==> config.mk <==
export PLATFORM = sky130hd
export DESIGN_NAME = regfile_wb_arbiter_flat
export DESIGN_NICKNAME = d
export VERILOG_FILES = /design/src/rtl/regfile_wb_arbiter_if.sv /design/src/rtl/regfile_wb_arbiter.sv /design/src/flat_wrapper.sv
export SDC_FILE = /design/constraint.sdc
export NUM_CORES = 1
export LEC_CHECK = 0
export CORE_ASPECT_RATIO = 1.25
export CORE_MARGIN = 2
export CORE_UTILIZATION = 25
export DETAILED_ROUTE_END_ITERATION = 16
export DONT_BUFFER_PORTS = 1
export SYNTH_ARGS = -nofsm -noshare
export SYNTH_HDL_FRONTEND = slang
export SYNTH_SLANG_ARGS = --single-unit
==> constraint.sdc <==
create_clock -name clk -period 1.25 [get_ports clk]
set_clock_uncertainty 0.15 [all_clocks]
set_input_delay 0.125 -clock clk [delete_from_list [all_inputs] [get_ports clk]]
set_output_delay 0.125 -clock clk [all_outputs]
set_load 0.02 [all_outputs]
==> src/rtl/regfile_wb_arbiter_if.sv <==
// Writeback requester bus: per-requester valid/rd/rdv with a one-hot ready back.
interface regfile_wb_arbiter_if #(
  parameter int unsigned NUM_REQ = 3,
  parameter int unsigned XLEN    = 32
);
  logic [NUM_REQ-1:0]      req_valid;
  logic [5*NUM_REQ-1:0]    req_rd;
  logic [XLEN*NUM_REQ-1:0] req_rdv;
  logic [NUM_REQ-1:0]      req_ready;

  modport master (
    output req_valid,
    output req_rd,
    output req_rdv,
    input  req_ready
  );

  modport slave (
    input  req_valid,
    input  req_rd,
    input  req_rdv,
    output req_ready
  );
endinterface

==> src/rtl/regfile_wb_arbiter.sv <==
// Arbitrates NUM_REQ writeback requesters onto the register file write port.
// Define WB_ARB_ROUND_ROBIN_EN for round-robin; otherwise fixed priority (index 0 wins).
module regfile_wb_arbiter #(
  parameter int unsigned NUM_REQ = 3,
  parameter int unsigned XLEN    = 32
) (
  input  logic                clk,
  input  logic                rst_n,
  regfile_wb_arbiter_if.slave req,
  output logic [4:0]          rd,
  output logic [XLEN-1:0]     rdv,
  output logic                reg_wen,
  output logic [2:0]          grant_id,
  output logic [31:0]         pending_mask
);

  logic [7:0]      valid_pad;
  logic            gnt_found;
  logic [2:0]      gnt_idx;
  logic [4:0]      sel_rd;
  logic [XLEN-1:0] sel_rdv;

  logic [4:0]      rd_q;
  logic [XLEN-1:0] rdv_q;
  logic            reg_wen_q;
  logic [2:0]      grant_id_q;

  always_comb begin
    valid_pad                = '0;
    valid_pad[NUM_REQ-1:0]   = req.req_valid;
  end

`ifdef WB_ARB_ROUND_ROBIN_EN
  logic [2:0] ptr_q;
  logic [2:0] ptr_d;
  logic [3:0] cand;

  // Search upward from ptr_q, wrapping at NUM_REQ; first valid index wins.
  always_comb begin
    gnt_found = 1'b0;
    gnt_idx   = '0;
    cand      = '0;
    for (int k = 0; k < NUM_REQ; k++) begin
      cand = 4'(ptr_q) + 4'(k);
      if (cand >= 4'(NUM_REQ)) cand = cand - 4'(NUM_REQ);
      if (!gnt_found && valid_pad[cand[2:0]]) begin
        gnt_found = 1'b1;
        gnt_idx   = cand[2:0];
      end
    end
  end

  always_comb begin
    ptr_d = ptr_q;
    if (gnt_found) ptr_d = (gnt_idx == 3'(NUM_REQ - 1)) ? 3'd0 : gnt_idx + 3'd1;
  end

  always_ff @(posedge clk or negedge rst_n) begin
    if (!rst_n) ptr_q <= '0;
    else        ptr_q <= ptr_d;
  end
`else
  always_comb begin
    gnt_found = 1'b0;
    gnt_idx   = '0;
    for (int i = 0; i < NUM_REQ; i++) begin
      if (!gnt_found && valid_pad[i]) begin
        gnt_found = 1'b1;
        gnt_idx   = 3'(i);
      end
    end
  end
`endif

  // Ready is gated by rst_n so no handshake can complete while in reset.
  always_comb begin
    req.req_ready = '0;
    sel_rd        = '0;
    sel_rdv       = '0;
    for (int i = 0; i < NUM_REQ; i++) begin
      if (gnt_idx == 3'(i)) begin
        req.req_ready[i] = rst_n & gnt_found;
        sel_rd           = req.req_rd[5*i +: 5];
        sel_rdv          = req.req_rdv[XLEN*i +: XLEN];
      end
    end
  end

  always_comb begin
    pending_mask = '0;
    for (int i = 0; i < NUM_REQ; i++) begin
      if (req.req_valid[i] && !req.req_ready[i]) pending_mask[req.req_rd[5*i +: 5]] = 1'b1;
    end
    pending_mask[0] = 1'b0;
  end

  // rd/rdv/grant_id hold when idle; x0 writes load but keep reg_wen low.
  always_ff @(posedge clk or negedge rst_n) begin
    if (!rst_n) begin
      rd_q       <= '0;
      rdv_q      <= '0;
      reg_wen_q  <= 1'b0;
      grant_id_q <= '0;
    end else if (gnt_found) begin
      rd_q       <= sel_rd;
      rdv_q      <= sel_rdv;
      reg_wen_q  <= (sel_rd != 5'd0);
      grant_id_q <= gnt_idx;
    end else begin
      reg_wen_q  <= 1'b0;
    end
  end

  assign rd       = rd_q;
  assign rdv      = rdv_q;
  assign reg_wen  = reg_wen_q;
  assign grant_id = grant_id_q;

endmodule
==> src/flat_wrapper.sv <==
// flat-port wrapper written by rule: the top's interface ports become plain ports
module regfile_wb_arbiter_flat 
#(
  parameter int unsigned NUM_REQ = 3,
  parameter int unsigned XLEN    = 32
)
  (clk, rst_n, rd, rdv, reg_wen, grant_id, pending_mask, req_req_valid, req_req_rd, req_req_rdv, req_req_ready);
  regfile_wb_arbiter_if #(.NUM_REQ(NUM_REQ), .XLEN(XLEN)) req_i ();
  input  logic clk;
  input  logic rst_n;
  output logic [4:0] rd;
  output logic [XLEN-1:0] rdv;
  output logic reg_wen;
  output logic [2:0] grant_id;
  output logic [31:0] pending_mask;
  input wire logic [$bits(req_i.req_valid)-1:0] req_req_valid;
  input wire logic [$bits(req_i.req_rd)-1:0] req_req_rd;
  input wire logic [$bits(req_i.req_rdv)-1:0] req_req_rdv;
  output wire logic [$bits(req_i.req_ready)-1:0] req_req_ready;
  assign req_i.req_valid = req_req_valid;
  assign req_i.req_rd = req_req_rd;
  assign req_i.req_rdv = req_req_rdv;
  assign req_req_ready = req_i.req_ready;
  regfile_wb_arbiter #(.NUM_REQ(NUM_REQ), .XLEN(XLEN)) u_core (.clk(clk), .rst_n(rst_n), .req(req_i), .rd(rd), .rdv(rdv), .reg_wen(reg_wen), .grant_id(grant_id), .pending_mask(pending_mask));
endmodule
; ---- Word-level counts from Yosys, hierarchy flattened
; Cells that the tools add are included.
[classes]
bitwise_logic = 3
reduce_logical = 15
order_cmp = 6
n_mux = 24
n_eq_ne = 2
[op_table]
columns = operator, n
row1 = $mux 32, 6
row2 = $or 32x32->32, 2
row3 = $lt 5x6->1 const B, 3
row4 = $demux 1 s5, 3
row5 = $ge 5x1->1 const B, 3
row6 = $mux 5, 3
row7 = $mux 1, 11
row8 = $logic_and 1x1->1, 8
row9 = $logic_not 1->1, 5
row10 = $reduce_bool 5->1, 1
row11 = $logic_not 3->1, 1
row12 = $eq 2x1->1 const B, 1
row13 = $eq 2x2->1 const B, 1
row14 = $mux 2, 1
row15 = $and 1x1->1, 1
[totals]
out_inout_bits = 76
regBits = 41
wordCells = 54
input_bits = 116

; ---- Longest topological paths before layout
; Gate-level depths: netlist (run 1).
[logic_depth]
word_depth = 16
depth_mapped = 6
mapped_depth_nobuf = 5

; ---- Worst setup path after synthesis (run 1)
; Ideal clock, no wire load.
[synth_timing]
kind = input-to-output
startpoint = in req_req_rd[4]
endpoint = out pending_mask[16]
path_stages = 4
path_buffers = 1
setup_slack_ns = -0.206
t_required_ns = 0.975
arrival_ns = 1.181
cell_sequence = clkbuf_1 > nor3b_1 > inv_1 > o221ai_1
[synth_via]
elab_chain_len = 9
word_cells_on_any_way = 10
cone_classes = order compare: 2 / mux: 5 / bitwise: 2 / reduce/logical: 1
[synth_rtl]
columns = element, line_no
row1 = start: declaration, flat_wrapper.sv:17  ; input wire logic [$bits(req_i.req_rd)-1:0] req_req_rd;
row2 = $lt 5x6->1 (not written as such) / $ge 5x1->1 (equally long branches), regfile_wb_arbiter.sv:92  ; if (req.req_valid[i] && !req.req_ready[i]) pending_mask[req.req_rd[5*i +: 5]] = 1'b1;
row3 = $logic_and 1x1->1 (not written as such), regfile_wb_arbiter.sv:92
row4 = $mux 1 (not written as such), regfile_wb_arbiter.sv:92
row5 = $demux 1 s5 *, -
row6 = $mux 32 *, regfile_wb_arbiter.sv:92
row7 = $or 32x32->32 (no source line), -
row8 = $mux 32 *, regfile_wb_arbiter.sv:92
row9 = $or 32x32->32 (no source line), -
row10 = $mux 32 *, regfile_wb_arbiter.sv:92
row11 = end: declaration, flat_wrapper.sv:15  ; output logic [31:0] pending_mask;
; Mark *: on every way between the ends. The rest lies on a longest branch, timed or not.

; ---- Worst setup path after layout (run 1)
[layout_timing]
startpoint = in req_req_rd[0]
endpoint = out pending_mask[16]
; Same word-level chain as after synthesis.

==> run summary, run 1 <==
Status - finished with violations
Failing checks - negative hold slack, negative setup slack
Post-synthesis simple-gate area fraction - 18.7%
Final #Nets - 479
Clock share of power - 36.9%
Clock buffer depth - 2
Hold Vio Cnt, Final - 37
Max Clk Rate - 773 MHz
Yosys Warn Count - 0
Crit-path cells - inv_12 > nand2_4 > or3_4 > buf_12 > o221ai_2 > buf_4
Final Cycle Share - 103%
Yosys top cell area share - 36.0%
Leading area contributor after synthesis - dfrtp_1
Routed wire length per instance - 22.3 µm
Inst Count DP - 487
Critical path class - primary input to output port
Count leader, synth - a22oi_1
Antenna-violating nets left - 0
Via density - 5.93
Die width - 98.4 µm
Final hold slack - -0.226 ns
Reg clk slew, reported paths - 0.05 ns
Clock tree from TritonCTS - done
Setup ws final - -0.0429 ns
Async SR Flop Fraction - 100%
Non-Filler Instances - 499
Xor/xnor share of the synthesized area - 0%
Via count - 2,960
Net Sw Frac - 28.9%
CP endpoint kind - output port
Largest net degree at the start of global routing - 78
Top cells by count, synth - 65 x a22oi_1, 40 x dfrtp_1, 38 x nand2_1, 36 x o21ai_0, 31 x o221ai_1
Clock Sinks - 40
Pwr dens - 938 nW/µm²
Layout area overhead - 45.5%
Mapped Cells - 331
Syn_area_per_cell - 8.41 µm²
Initial DRC count - 168
Initial core utilization - 25.4%
Largest cells by area after synthesis - dfrtp_1 36%, a22oi_1 18%, o221ai_1 9.8%, o21ai_0 6.5%, nand2_1 5.1%
Buffers plus inverters on the worst setup path - 3
Detailed-route DRC error count - 0
Global-route wire length before repair - 16,600 µm
Clock latency on the worst-skew pair - 0.28 ns
Grt ovf - 0
Mapped cell area - 2780 µm²
Layout cells sized above 1 - 31.9%
Data required time of the worst path - 0.98 ns
Psw - 1.10 mW
IO Pins - 192
Most used DFF post-synth - dfrtp_1
Row cnt - 43
Port buffer count - 0
Seq cells post-synth - 40
RSZ-0062 raised after global routing - yes
EDFF count, synth - 0
Antenna fix cells - 0
Post-Route WL - 11,100 µm
Hpwl dp - 8110 µm
Core box area - 11,000 µm²
Fillers - 1,107
Vias in the first global route - 2,962
Hold Crit Class - primary input to flop
Slowest CP cell - or3_4
DRT Pass-1 Iters - 4
Worst setup SP type - primary input
Final setup viols - 21
Compound-Gate Fraction of Synth Area - 37.2%
Tmin final - 1.29 ns
CP delay by family, top - buffers and inverters
P_leak - 1.44 nW
Sequential share of power - 43.1%
Die span in y - 122 µm
TritonCTS Buffers - 5
Max-Cap Viols - 0
Critical path peak fanout - 7
Largest family of logic cells by synthesized area - compound AO/OA/AOI/OAI gates
Htree depth - 2
Arrival time worst endpoint - 1.02 ns
Adder-Cell Fraction of Synth Area - 0%
Initial antenna violation count - 0
Max incr delay on CP - 0.33 ns
Multiplexer share of the synthesized area - 1.21%
Peak VDD IR - 829 µV
Pre-CTS setup slack - -0.129 ns
Die area - 12,000 µm²
GRT Util Overall - 17.6%
Max Slew Vio Count - 0
Cell-internal power - 2.70 mW
Register area share after synthesis - 36.0%
Root Driver - clkbuf_16
Combinational share of power - 19.9%
Routability congestion estimate from global placement - 0.944
Number of distinct library cells after synthesis - 38
[worst paths after layout]
| check | start | to | slack, ns | cells after the start |
|---|---|---|---|---|
| setup / recovery | req_req_rd[0] | pending_mask[16] | -0.04 | 6 |
| setup reg to reg | u_core.rdv[26] | u_core.rdv[26] | 0.23 | 2 |
| hold reg to reg | u_core.rd[3] | u_core.rd[3] | 0.36 | 2 |
| min in group asynchronous | rst_n | u_core.rdv[17] | 0.18 | 2 |
| hold / removal | req_req_valid[0] | u_core.grant_id[0] | -0.23 | 1 |
| max in group asynchronous | rst_n | u_core.reg_wen | 0.58 | 2 |
[logic make-up (layout without fill, tap and decap cells)]
| group | count (synthesis) | in the layout |
|---|---|---|
| flops | 40 | 40 |
| simple gates | 98 | 98 |
| compound gates | 144 | 144 |
| other cells | 1 | 2 |
| buf+inv | 45 | 77 |
| mux | 3 | 3 |
[layer usage]
metal	vias to the layer above	GRT usage, %	wire length [µm]
met3	16	6.94	1120
li1	1348	-	-
met1	1418	19.4	4170
met5	-	0	0
met2	178	30.8	5650
met4	0	6.25	206
[power by group through the flow]
stage / Clock, mW / Sequential, mW / Combinational [mW]
final: 1.40 / 1.64 / 0.757
after global routing: 1.52 / 1.65 / 0.827
after CTS: 1.46 / 1.64 / 0.681
after detailed placement: 0 / 1.66 / 0.648
after global placement: 0 / 1.66 / 0.634
after floorplan: 0 / 1.66 / 0.507
[registers in the layout, summed over array words and instances (netlist names)]
| register | count |
|---|---|
| u_core.rdv | 32 |
| u_core.rd | 5 |
| u_core.grant_id | 2 |
| u_core.reg_wen | 1 |
[area by class of cell]
class	count	area, µm²	share of cell area (%)
Clock inverter	2	35.0	0.865
Clock buffer	6	129	3.18
Timing Repair Buffer	58	554	13.7
Sequential cell	40	1000	24.7
Inverter	11	61.3	1.51
Tap cell	135	169	4.17
Multi-Input combinational cell	247	2100	51.9
[cells in the final DEF, fill, tap and decap left out, types with 2 or more instances in the layout]
cell,count
conb_1,2
a221o_1,2
buf_6,19
nand4b_1,3
o221ai_2,11
o221ai_1,2
clkbuf_16,5
a22oi_1,65
inv_1,8
nand2_1,37
and2_1,4
and3b_1,2
or3_1,2
dfrtp_1,40
a31o_1,2
nand3_1,8
o21ai_0,36
nor3b_1,2
buf_12,2
o221ai_4,18
nand2b_1,3
nor3_1,2
nor2_1,9
mux2_2,2
nor2b_4,2
and3_1,2
nand3b_1,10
buf_4,35
or3b_4,3
[what timing repair did]
action / 4_1_cts / 5_1_grt
resized for setup: 37 / 29
setup buffers: 0 / 2
endpoints found under the setup margin: 30 / 28
hold endpoints to repair: 77 / 77
pin swaps: 10 / 19
[stage by stage]
step / power, mW / setup TNS (ns) / cell area, µm² / util (%)
finish: 3.80 / -0.377 / 4050 / 36.9
global route: 4.00 / -1.71 / 4050 / 36.9
CTS: 3.78 / -0.321 / 3800 / 34.6
detailed placement: 2.30 / -2.87 / 3460 / 31.5
global placement: 2.29 / -2.10 / 3460 / 31.5
floorplan: 2.17 / -3.36 / 3060 / -
Note: power is estimated with default switching activity, not from simulation.
==> run 2: changes to the inputs <==
- PLACE_DENSITY: unset -> 0.39
- TNS_END_PERCENT: unset -> 30
==> run summary, run 2 (synthesized netlist as in run 1, its figures left out) <==
Status - finished with violations
Failing checks - negative hold slack, negative setup slack
Antenna fix cells - 0
Row cnt - 43
Hold Vio Cnt, Final - 73
Routability congestion estimate from global placement - 0.791
CP endpoint kind - output port
GRT Util Overall - 16.7%
Max incr delay on CP - 0.18 ns
Max Clk Rate - 743 MHz
Post-Route WL - 10,400 µm
Inst Count DP - 491
Detailed-route DRC error count - 0
Pwr dens - 951 nW/µm²
Crit-path cells - inv_8 > a21boi_2 > buf_4 > nand3b_1 > buf_6 > o221ai_2 > buf_4
Worst r2r dst - u_core.rdv[26]
CP delay by family, top - buffers and inverters
Max-Cap Viols - 0
Routed wire length per instance - 20.6 µm
Number of flip-flops under the largest register name - 32
Via density - 5.75
Hpwl dp - 7540 µm
Reg clk slew, reported paths - 0.06 ns
Antenna-violating nets left - 0
Commonest non-fill, non-tap cell in the layout - a22oi_1
Final Cycle Share - 108%
RSZ-0062 raised after global routing - yes
Core box area - 11,000 µm²
Critical path peak fanout - 77
Peak VDD IR - 961 µV
DRT Pass-1 Iters - 4
Pre-CTS setup slack - -0.196 ns
Met1 Use GR - 18.5%
GR met3 Demand/Resource - 4.30%
Grt ovf - 0
Non-Filler Instances - 503
Final #Nets - 483
Final setup viols - 27
Global-route wire length before repair - 15,900 µm
Max Slew Vio Count - 0
Worst path most repeated cell - buf_4
Data required time of the worst path - 0.98 ns
Flop2flop setup slack - 0.23 ns
Layout cells sized above 1 - 32.6%
Die width - 98.4 µm
Via count - 2,892
Final hold slack - -0.616 ns
Slowest CP cell - buf_6
Vias in the first global route - 2,918
Initial core utilization - 25.4%
Layout area overhead - 43.6%
Clock Sinks - 40
Buffers plus inverters on the worst setup path - 4
IO Pins - 192
Hold Crit Class - primary input to async pin
R2R depth - 2
Met2 Usage GRT - 30.1%
Worst setup SP type - primary input
TritonCTS Buffers - 5
Arrival time worst endpoint - 1.07 ns
Port buffer count - 0
Setup ws final - -0.0956 ns
Setup tns final - -1.59 ns
Clock latency on the worst-skew pair - 0.28 ns
Clock tree from TritonCTS - done
Largest net degree at the start of global routing - 78
Hold-fix buffers, CTS - 2
Initial antenna violation count - 0
Tmin final - 1.35 ns
Finished Core Util - 36.4%
Die area - 12,000 µm²
Htree depth - 2
Most frequent cells in the layout - 65 x a22oi_1, 43 x buf_4, 40 x dfrtp_1
Clock buffer depth - 2
Critical path class - primary input to output port
Busiest grt layer - met2
Root Driver - clkbuf_16
Die span in y - 122 µm
Fillers - 1,151
Initial DRC count - 94
Origin of the critical flop-to-flop path - u_core.rdv[26]
P_leak - 1.45 nW
-- run 2: changes by cell type in the layout (fill, tap and decap cells not counted), sizes merged --
cell,delta
clkinv,+1
buf,+3
dlygate4sd3,+1
inv,-1
-- run 2: how the worst max path moves through the flow --
stage / start / endpoint / cells after the start
global placement: req_req_rd[0] / pending_mask[16] / 6
global route: req_req_valid[0] / pending_mask[18] / 7
finish: req_req_valid[0] / pending_mask[18] / 7
CTS: req_req_rd[0] / pending_mask[16] / 6
detailed placement: req_req_valid[0] / pending_mask[1] / 7
floorplan: req_req_valid[1] / pending_mask[11] / 4
-- run 2: layout make-up --
| type | count | area [µm²] | share of cell area (%) |
|---|---|---|---|
| multi-input cells | 247 | 2040 | 50.9 |
| flip-flops and latches | 40 | 1000 | 25.0 |
| repair buffers | 62 | 552 | 13.8 |
| well taps | 135 | 169 | 4.23 |
| clock buffers | 6 | 129 | 3.22 |
| inverters | 11 | 75.1 | 1.88 |
| clock inverters | 2 | 35.0 | 0.877 |
-- run 2: worst reg2reg max path: cells and delay by family, from the launching register on --
kind / cells / cell delay, ns
DFF: 1 / 0.46
AOI/OAI and AO/OA: 2 / 0.28
-- run 2: report_power, final --
part	total, mW	internal [mW]	switching [mW]
combinational	0.721	0.342	0.379
sequential	1.63	1.42	0.211
clock	1.45	0.939	0.511
total	3.80	2.70	1.10
-- run 2: timing repair --
action,in CTS,in global routing
endpoints found under the hold margin,74,73
pin swaps,19,9
gates resized for setup,43,18
setup endpoints to repair,31,31
buffers inserted,2,0
-- run 2: metal layers --
metal  vias up  share of wire (%)
met4         0                2.3
met3        14                7.0
met5         -                  0
li1       1358                  -
met1      1386                 37
met2       134                 53
-- run 2: through the flow --
step	total power [mW]	cell area (µm²)	hold WS [ns]
global placement	2.31	3490	-0.320
detailed placement	2.31	3490	-0.319
floorplan	2.16	3030	-0.321
finish	3.80	4000	-0.616
global route	3.99	4000	-0.632
CTS	3.83	3880	-0.627
==> run 3: changes to the inputs <==
==> constraint.sdc (replaced) <==
create_clock -name clk -period 1.25 [get_ports clk]
set_clock_uncertainty 0.15 [all_clocks]
set_input_delay 0.25 -clock clk [delete_from_list [all_inputs] [get_ports clk]]
set_output_delay 0.25 -clock clk [all_outputs]
set_load 0.02 [all_outputs]
==> run summary, run 3 (synthesized netlist as in run 1, its figures left out) <==
Placement Cell Area - 3470 µm²
Area occupied by multi-input gates - 2030 µm²
Initial antenna violation count - 0
Layout area overhead - 43.4%
Row cnt - 43
Post-route cell area - 3990 µm²
Post-Route WL - 10,200 µm
IO Pins - 192
Detailed-route DRC error count - 0
Antenna fix cells - 0
Port buffer count - 0
Final hold slack - -0.492 ns
Setup tns final - -7.44 ns
Antenna-violating nets left - 0
GRT Util Overall - 16.2%
Routability congestion estimate from global placement - 0.812
Worst setup path start - req_req_valid[1]
Final setup viols - 31
Data required time of the worst path - 0.85 ns
Clock buffer depth - 2
Initial DRC count - 83
Hold-fix buffers, CTS - 1
Origin of the critical flop-to-flop path - u_core.rdv[31]
Setup ws final - -0.275 ns
Via count - 2,892
Root Driver - clkbuf_16
Hold Crit Class - primary input to async pin
Core box area - 11,000 µm²
RSZ-0062 raised after global routing - yes
Routed wire length per instance - 20.4 µm
Buffers plus inverters on the worst setup path - 3
Slowest CP cell - a21boi_4
Die area - 12,000 µm²
Fillers - 1,132
Initial core utilization - 25.4%
Inst Count DP - 490
Tmin final - 1.53 ns
Most frequent cells in the layout - 65 x a22oi_1, 41 x buf_4, 40 x dfrtp_1
Flop2flop setup slack - 0.21 ns
Critical path peak fanout - 40
Max-Cap Viols - 0
Hpwl dp - 7520 µm
Max Clk Rate - 656 MHz
Global-route wire length before repair - 15,500 µm
Worst path most repeated cell - buf_4
Die span in y - 122 µm
Worst r2r dst - u_core.rdv[31]
Clock latency on the worst-skew pair - 0.28 ns
Via density - 5.78
Layout cells sized above 1 - 33.7%
Commonest non-fill, non-tap cell in the layout - a22oi_1
CP delay by family, top - buffers and inverters
Reg clk slew, reported paths - 0.06 ns
Number of flip-flops under the largest register name - 32
Critical path class - primary input to output port
Crit-path cells - a21boi_4 > buf_4 > nand3_2 > buf_8 > o221ai_1 > buf_4
CP endpoint kind - output port
Worst setup SP type - primary input
Largest net degree at the start of global routing - 78
P_leak - 1.44 nW
Final #Nets - 480
Max incr delay on CP - 0.18 ns
Vias in the first global route - 2,786
Failing checks - negative hold slack, negative setup slack
Hold Vio Cnt, Final - 72
Grt ovf - 0
Max Slew Vio Count - 0
Arrival time worst endpoint - 1.13 ns
DRT Pass-1 Iters - 4
Power consumption - 3.90 mW
Sequential cell area - 1000 µm²
R2R depth - 2
Pwr dens - 977 nW/µm²
Finished Core Util - 36.4%
Final Cycle Share - 122%
TritonCTS Buffers - 5
Clock tree from TritonCTS - done
Htree depth - 2
Clock Sinks - 40
Peak VDD IR - 740 µV
Non-Filler Instances - 500
Status - finished with violations
Die width - 98.4 µm
[run 3: timing repair]
action	in CTS	in global routing
setup endpoints to repair	32	33
endpoints found under the hold margin	74	73
pin swaps	28	10
buffers inserted	0	1
gates cloned	0	0
gates resized for setup	55	8
[run 3: worst max path at each step]
stage / to / slack, ns / cells past startpoint
2_1_floorplan: pending_mask[1] / -0.36 / 3
3_3_place_gp: pending_mask[16] / -0.41 / 5
3_5_place_dp: pending_mask[16] / -0.41 / 5
4_1_cts: pending_mask[24] / -0.31 / 5
5_1_grt: pending_mask[30] / -0.34 / 5
6_report: pending_mask[15] / -0.28 / 6
[run 3: worst register-to-register path, delay by kind of cell, from the launching register on]
kind	cells	cell delay, ns
flops	1	0.46
compound gates	2	0.29
[run 3: per-layer routing]
layer  share of wire [%]  vias to the layer above  track usage [%]
met1                  38                     1369             18.3
li1                    -                     1352                -
met4                 2.9                        0             7.36
met3                 7.3                       21             4.07
met2                  52                      150             28.6
met5                   0                        -                0
[run 3: area by class of cell]
class | instances | share of cell area (%)
timing repair buffer | 59 | 13.6
sequential | 40 | 25.1
inverter | 11 | 1.66
multi-input combinational | 247 | 50.8
clock inverter | 1 | 0.752
tap | 135 | 4.23
clock buffer | 7 | 3.82
[run 3: power breakdown]
group | leakage [nW] | switching [mW] | internal (mW)
Combinational | 0.868 | 0.352 | 0.334
Sequential | 0.483 | 0.235 | 1.42
Clock | 0.0901 | 0.508 | 1.05
Total | 1.44 | 1.10 | 2.80
[run 3: metrics by stage]
step	setup WS, ns	hold slack, ns
after CTS	-0.305	-0.507
after global placement	-0.408	-0.195
after global routing	-0.344	-0.510
after floorplan	-0.356	-0.196
after detailed placement	-0.406	-0.195
final	-0.275	-0.492
